`src/rtl/store_buffer.sv`:
```
// Circular store buffer between CPU and data memory: stores queue in order,
// drain when the memory write port is free, and younger loads forward from it.
module store_buffer #(
  parameter int DEPTH = 4
) (
  input  logic        clk,
  input  logic        reset,
  input  logic        st_valid,
  input  logic [31:0] st_addr,
  input  logic [31:0] st_wdata,
  input  logic [31:0] st_pc,
  output logic        st_ready,
  input  logic [31:0] ld_addr,
  output logic [31:0] ld_data,
  output logic        ld_hit,
  input  logic [31:0] dm_rd,
  input  logic        drain_en,
  output logic        dm_we,
  output logic [31:0] dm_addr,
  output logic [31:0] dm_wd,
  output logic [31:0] dm_pc,
  output logic [4:0]  count,
  output logic        empty
);

  localparam int PW = (DEPTH > 1) ? $clog2(DEPTH) : 1;

  logic [PW-1:0] head_q, head_d;
  logic [PW-1:0] tail_q, tail_d;
  logic [4:0]    count_q, count_d;
  logic [31:0]   addr_q  [DEPTH];
  logic [31:0]   wdata_q [DEPTH];
  logic [31:0]   pc_q    [DEPTH];
  logic          push;
  logic          pop;
  logic [PW-1:0] fwd_idx;

  // Handshake: a store transfers on a rising edge when st_valid & st_ready;
  // st_ready depends on count only, so a full buffer refuses even while draining.
  assign empty    = (count_q == 5'd0);
  assign st_ready = (count_q < 5'(DEPTH));
  assign push     = st_valid & st_ready;
  assign pop      = drain_en & ~empty;
  assign dm_we    = pop;
  assign dm_addr  = empty ? 32'd0 : addr_q[head_q];
  assign dm_wd    = empty ? 32'd0 : wdata_q[head_q];
  assign dm_pc    = empty ? 32'd0 : pc_q[head_q];
  assign count    = count_q;

  always_comb begin
    head_d  = pop  ? head_q + PW'(1) : head_q;
    tail_d  = push ? tail_q + PW'(1) : tail_q;
    count_d = count_q;
    case ({push, pop})
      2'b10:   count_d = count_q + 5'd1;
      2'b01:   count_d = count_q - 5'd1;
      default: count_d = count_q;
    endcase
  end

  always_ff @(posedge clk or negedge reset) begin
    if (!reset) begin
      head_q  <= '0;
      tail_q  <= '0;
      count_q <= '0;
    end else begin
      head_q  <= head_d;
      tail_q  <= tail_d;
      count_q <= count_d;
    end
  end

  // Entry payload needs no reset: validity is defined purely by head/count.
  always_ff @(posedge clk) begin
    if (push) begin
      addr_q[tail_q]  <= st_addr;
      wdata_q[tail_q] <= st_wdata;
      pc_q[tail_q]    <= st_pc;
    end
  end

  // Walk oldest to youngest so the last match (the youngest store) wins.
  always_comb begin
    ld_hit  = 1'b0;
    ld_data = dm_rd;
    fwd_idx = head_q;
    for (int i = 0; i < DEPTH; i++) begin
      fwd_idx = head_q + PW'(i);
      if ((5'(i) < count_q) && (addr_q[fwd_idx][31:2] == ld_addr[31:2])) begin
        ld_hit  = 1'b1;
        ld_data = wdata_q[fwd_idx];
      end
    end
  end

endmodule

```
`config.mk`:
```
export PLATFORM = sky130hd
export DESIGN_NAME = store_buffer
export DESIGN_NICKNAME = d
export VERILOG_FILES = /design/src/rtl/store_buffer.sv
export SDC_FILE = /design/constraint.sdc
export NUM_CORES = 1
export LEC_CHECK = 0
export ABC_AREA = 1
export ABC_CLOCK_PERIOD_IN_PS = 6200
export BUFFER_PORTS_ARGS = -buffer_cell sky130_fd_sc_hd__buf_2
export CAP_MARGIN = 20
export CORE_MARGIN = 10
export CORE_UTILIZATION = 41
export CTS_CLUSTER_DIAMETER = 60
export CTS_CLUSTER_SIZE = 20
export DETAILED_ROUTE_END_ITERATION = 7
export GPL_ROUTABILITY_DRIVEN = 0
export PLACE_DENSITY = 0.62
export SETUP_SLACK_MARGIN = 0.1
export SLEW_MARGIN = 5
export SYNTH_ARGS = -nofsm -noshare
export SYNTH_HDL_FRONTEND = slang
export SYNTH_SLANG_ARGS = --single-unit
```
`constraint.sdc`:
```
create_clock -name clk -period 6.2 [get_ports clk]
set_input_delay 0.62 -clock clk [delete_from_list [all_inputs] [get_ports clk]]
set_output_delay 0.62 -clock clk [all_outputs]
set_load 0.01 [all_outputs]
```
# Yosys cells after proc, flatten, opt, wreduce, memory -nomap -nowiden
# Memory sizes are Yosys's and may differ from the RTL's.
# Index checks and enable logic that the tools add are counted.
dict set report classes {
  n_eq_ne 6
  n_lt_le_gt_ge 5
  reduce_logical 6
  bitwise_logic 3
  muxes 14
  n_addsub 6
}
# operator n
set op_table {}
lappend op_table {{two-way mux 32 bit} 7}
lappend op_table {{equality test 30 bit} 4}
lappend op_table {{less-than comparator 1 x 5 -> 1 bit (first input constant)} 2}
lappend op_table {{less-than comparator 2 x 5 -> 1 bit (first input constant)} 2}
lappend op_table {{one-hot mux 5 bit (2 select lines)} 1}
lappend op_table {{two-way mux 1 bit} 6}
lappend op_table {{adder 5 x 1 -> 5 bit (second input constant)} 1}
lappend op_table {{zero test 5 bit} 1}
lappend op_table {{less-than comparator 5 x 3 -> 1 bit (second input constant)} 1}
lappend op_table {{subtractor 5 x 1 -> 5 bit (second input constant)} 1}
lappend op_table {{adder 2 x 1 -> 2 bit (second input constant)} 2}
lappend op_table {{adder 2 bit (second input constant)} 2}
lappend op_table {{logical AND 1 bit} 4}
lappend op_table {{AND 1 bit} 2}
lappend op_table {{equality test 2 x 1 -> 1 bit (second input constant)} 1}
lappend op_table {{equality test 2 bit (second input constant)} 1}
lappend op_table {{nonzero test 2 bit} 1}
lappend op_table {{inverter 1 bit} 1}
dict set report totals {
  ramBits 384
  word_cells 46
  out_inout_bits 137
  mem_count 3
  input_bits 164
  ff_bits 9
}
# memory depth word_bits rd rd_clocked_by_memory_dff write_ports line_no
set memory_table {}
lappend memory_table {addr_q 4 32 4 0 1 31} ;# logic [31:0] addr_q [DEPTH];
lappend memory_table {pc_q 4 32 1 0 1 33} ;# logic [31:0] pc_q [DEPTH];
lappend memory_table {wdata_q 4 32 4 0 1 32} ;# logic [31:0] wdata_q [DEPTH];

# Depth between registers and ports, before layout
# An unclocked memory read counts as a cell.
dict set report depth {
  depth_word 7
  mapped_depth 21
  mapped_depth_nobuf 18
}

# Worst setup path after synthesis
# No wires, ideal clock.
dict set report synth_path {
  kind {register to register}
  from {register count_q[3] (netlist: count[3])}
  to {memory addr_q[0][0] (enable)}
  setup_ps 552
  stages_incl_launch_ff 6
  path_slack_ps 498
  arrival_time_ps 5150
  n_path_buf 0
  synth_period_minus_slack_ps 5702
  required_ps 5648
  path_cell_list {dfrtp_1 inv_1 nand2_1 nor2_1 nand2_1 nor2_1}
}
dict set report synth_via {
  elab_chain_len 4
}
# item line_no
set synth_lines {}
lappend synth_lines {{start, declared} 30} ;# logic [4:0] count_q, count_d;
lappend synth_lines {{start signal, assigned} 69} ;# count_q <= count_d;
lappend synth_lines {{less-than comparator 5 x 3 -> 1 bit} 41} ;# assign st_ready = (count_q < 5'(DEPTH));
lappend synth_lines {{via st_ready} 12} ;# output logic st_ready,
lappend synth_lines {{AND 1 bit} 42} ;# assign push = st_valid & st_ready;
lappend synth_lines {{two-way mux 1 bit} 75} ;# if (push) begin
lappend synth_lines {{two-way mux 1 bit (implied by the code)} 76} ;# addr_q[tail_q] <= st_addr;
lappend synth_lines {{end, declared} 31}
# The timed path passes the listed nets, and every way through them passes these cells.

# Worst setup path after layout
dict set report layout_path {
  from {register head_q[0]}
  to {output ld_data[29]}
}
dict set report layout_via {
  elab_chain_len 7
  word_cells_on_any_way 17
  classes_between {add/sub: 3; eq/ne: 4; mux: 4; reduce/logical: 4; memory: 2}
}
# item line_no
set layout_lines {}
lappend layout_lines {{start, declared} 28} ;# logic [PW-1:0] head_q, head_d;
lappend layout_lines {{start signal, assigned} 63} ;# head_q <= '0;
lappend layout_lines {{start signal, assigned} 67} ;# head_q <= head_d;
lappend layout_lines {{adder 2 x 1 -> 2 bit / memory read (4 x 32 bit) (equally long branches)} --}
lappend layout_lines {{memory read (4 x 32 bit) / equality test 30 bit (equally long branches)} --}
lappend layout_lines {{equality test 30 bit / logical AND 1 bit (equally long branches)} 89} ;# if ((5'(i) < count_q) && (addr_q[fwd_idx][31:2] == ld_addr[31:2])) begin
lappend layout_lines {{logical AND 1 bit / two-way mux 32 bit (equally long branches)} 89}
lappend layout_lines {{two-way mux 32 bit (2 in a row)} 89}
lappend layout_lines {{two-way mux 32 bit *} 89}
lappend layout_lines {{end, declared} 14} ;# output logic [31:0] ld_data,
# Mark *: on every way between the ends. The rest lies on a longest branch, timed or not.

==> impl_metrics.tcl <==
set metrics [dict create \
    fmax_mhz 179 \
    cts_tree "yes" \
    cts_buffers 42 \
    grt_pass1_wl_um 121000 \
    worstSetupStartpointType "register" \
    tightest_slew_ns 1.04 \
    postCtsSetupBuffers 0 \
    fin_setup_tns_ns 0 \
    cts_buffer_depth 3 \
    maxCapViolCount 0 \
    drt_wl_total_um 80000 \
    max-slew-margin-rel_pct 30.4 \
    status "finished clean" \
    slowest_stage "buf_4" \
    power_mw 12.7 \
    root_buffer "clkbuf_16" \
    fin_crit_sh_pct 90.1 \
    num_vias 22100 \
    synth_warnings 0 \
    gr-total-overflow 0 \
    p_per_area_nw_per_um2 474 \
    placed_cell_area_sq_um 25300 \
    synth_top_area_cell "edfxtp_1" \
    initial_core_util_pct 41.5 \
    worst_clock_skew_ns 0.0344 \
    row_count 87 \
    layout.nets 3361 \
    clkTransAtPathRegs_ns 0.08 \
    netlist_area_sq_um 23400 \
    required_ns 5.58 \
    die_height_um 259 \
    critPathBufInv 4 \
    drt_iter0_drc 2110 \
    dr.pass1.iters 6 \
    path_max_fanout 84 \
    rsz0062_at_grt "no" \
    avgRoutedWirePerCell_um 20.1 \
    endpoint_kind "output port" \
    avgSynthCellArea_sq_um 7.83 \
    io_pins 301 \
    drc 0 \
    path_cells "buf_4 > nand2_1 > nand2_4 > buf_4 > nand2_1 > nand2_1 > o22ai_1 > nor2_1 > nand2_1 > nor2_1 > nand2_1 > nor2_4 > buf_4 > nand2_1 > nand2_1 > buf_2" \
    ant_nets 0 \
    cp.arrival_ns 4.97 \
    cp_slowest_stage_delay_ns 0.61 \
    area_growth_pct 14.5 \
    ys_ff_latch 393 \
    maxSlewViolCount 0 \
    synth_cell_type_count 40 \
    syn_nets 3158 \
    yosysTopAreaCellShare_pct 49.3 \
    antenna_found_initial 24 \
    synthCells 2986 \
    vdd_drop_max_mv 0.478 \
    hold_violations 0 \
    hold_class "in -> reg" \
    drive_above_1_share_pct 13.4 \
    insertion_delay_ns 0.60 \
    gr-usage-all-layers_pct 23.0 \
    vias_per_cell 5.55 \
    p_leak_nw 11.8 \
    grt_pass1_vias 21000 \
    die_x_um 259 \
    h-tree-depth 2 \
    final_cell_area_sq_um 26800 \
    path_class "reg -> out" \
    die-area_sq_um 67000 \
    synth-edff-count 384 \
    ys_seq_area_share_pct 50.3 \
    async_flop_share_pct 2.29 \
    crit_path_frequent_cell "nand2_1" \
    synth.area.top_cells "edfxtp_1 49%, nand2_1 20%, nand3_1 9.4%" \
    grt_max_degree 194 \
    cts-resized-gates 0 \
    yosys_most_used_dff "edfxtp_1" \
    fin_crit_ns 5.59 \
    dp_hpwl_um 52800 \
    io_buffers 298 \
    clock-sinks 393 \
    cp_top_family "buffers and inverters" \
    finalSetupViolations 0 \
    core_sq_um 56400 \
]
## state kept, by name, indices dropped and copies added, names as in the netlist
signal	cells
wdata_q	128
head_q	2
count	5
tail_q	2
addr_q	128
pc_q	128
## worst register-to-register path: cells and delay by family, from the launching register on
kind | cells | cell delay [ns]
buffers and inverters | 2 | 0.80
flip-flops | 1 | 0.39
AND/OR/NAND/NOR | 4 | 1.66
## kinds of logic (layout without fill, tap and decap cells)
logic type               after synthesis  after routing  share of synthesized area [%]
adder cells (fa/ha/maj)                8              8                          0.428
XOR/XNOR                              26             26                          0.974
AND/OR/NAND/NOR                     1861           1861                           32.9
AO/OA/AOI/OAI                        312            312                           7.33
other                                  0             12                              0
flip-flops                           393            393                           50.3
buffers and inverters                354            589                           6.75
multiplexers                          32             32                           1.37
## synthesized netlist by cell type, drive strengths merged, types with 6 or more instances
library cell  count
o21ai           188
nand4            21
nor3              8
ha                8
edfxtp          384
mux2i            32
or2              14
inv             178
a31oi            36
clkbuf           78
nand3           441
dfrtp             9
a22oi            34
buf              95
nand2          1228
nor2            143
xor2             24
a21oi            42
o22ai             6
## metrics by stage
step	utilization (%)	setup slack, ns	hold slack [ns]	std cells
floorplan	-	0.498	0.324	2986
global placement	44.8	1.36	0.480	3899
detailed placement	44.8	1.30	0.485	3900
CTS	47.4	0.630	0.190	3977
global route	47.5	0.266	0.212	3986
finish	47.5	0.614	0.225	3989
## layer usage
layer | track usage (%) | share of wire [%] | vias up
met4 | 11.1 | 4.3 | 24
met5 | 0 | 0.19 | -
met3 | 5.27 | 9.5 | 212
li1 | - | - | 10400
met2 | 37.6 | 47 | 1038
met1 | 28.3 | 39 | 10400
## layout make-up
class,instances,area (sq um)
Antenna cell,12,30.0
Clock buffer,43,1080
Clock inverter,33,379
Fill cell,5509,29600
Inverter,181,687
Multi-Input combinational cell,2239,10100
Sequential cell,393,11800
Tap cell,756,946
Timing Repair Buffer,332,1790
## what timing repair did
action,in CTS,in global routing
endpoints found under the setup margin,0,0
endpoints found under the hold margin,9,0
hold buffers,1,0
## layout by cell type (no fill, tap or decap), types with 32 or more instances in the layout
cell type,Yosys,layout
nor2_1,139,133
buf_2,51,298
nand3_1,440,440
edfxtp_1,384,384
o21ai_0,164,164
a31oi_1,36,36
a22oi_1,34,34
a21oi_1,42,42
mux2i_1,32,32
inv_1,172,172
nand2_1,1225,1225
clkbuf_16,0,43
## power breakdown
| part | switching [mW] | total [mW] | internal (mW) | leakage, nW |
|---|---|---|---|---|
| sequential | 0.0787 | 3.16 | 3.08 | 3.56 |
| combinational | 4.92 | 6.91 | 1.99 | 7.57 |
| clock | 1.21 | 2.63 | 1.42 | 0.699 |
## worst paths after layout
path	slack (ns)	to	depth (start not counted)	startpoint
max in group asynchronous	5.55	head_q[1]	2	reset
worst min register to register	0.60	tail_q[1]	2	tail_q[1]
min in group asynchronous	0.44	count[1]	2	reset
worst max-delay path	0.61	ld_data[29]	16	head_q[0]
worst max register to register	2.92	addr_q[0][3]	6	count[3]
worst min-delay path	0.23	pc_q[1][21]	1	st_pc[21]
Power figures use the tool's default switching activity.
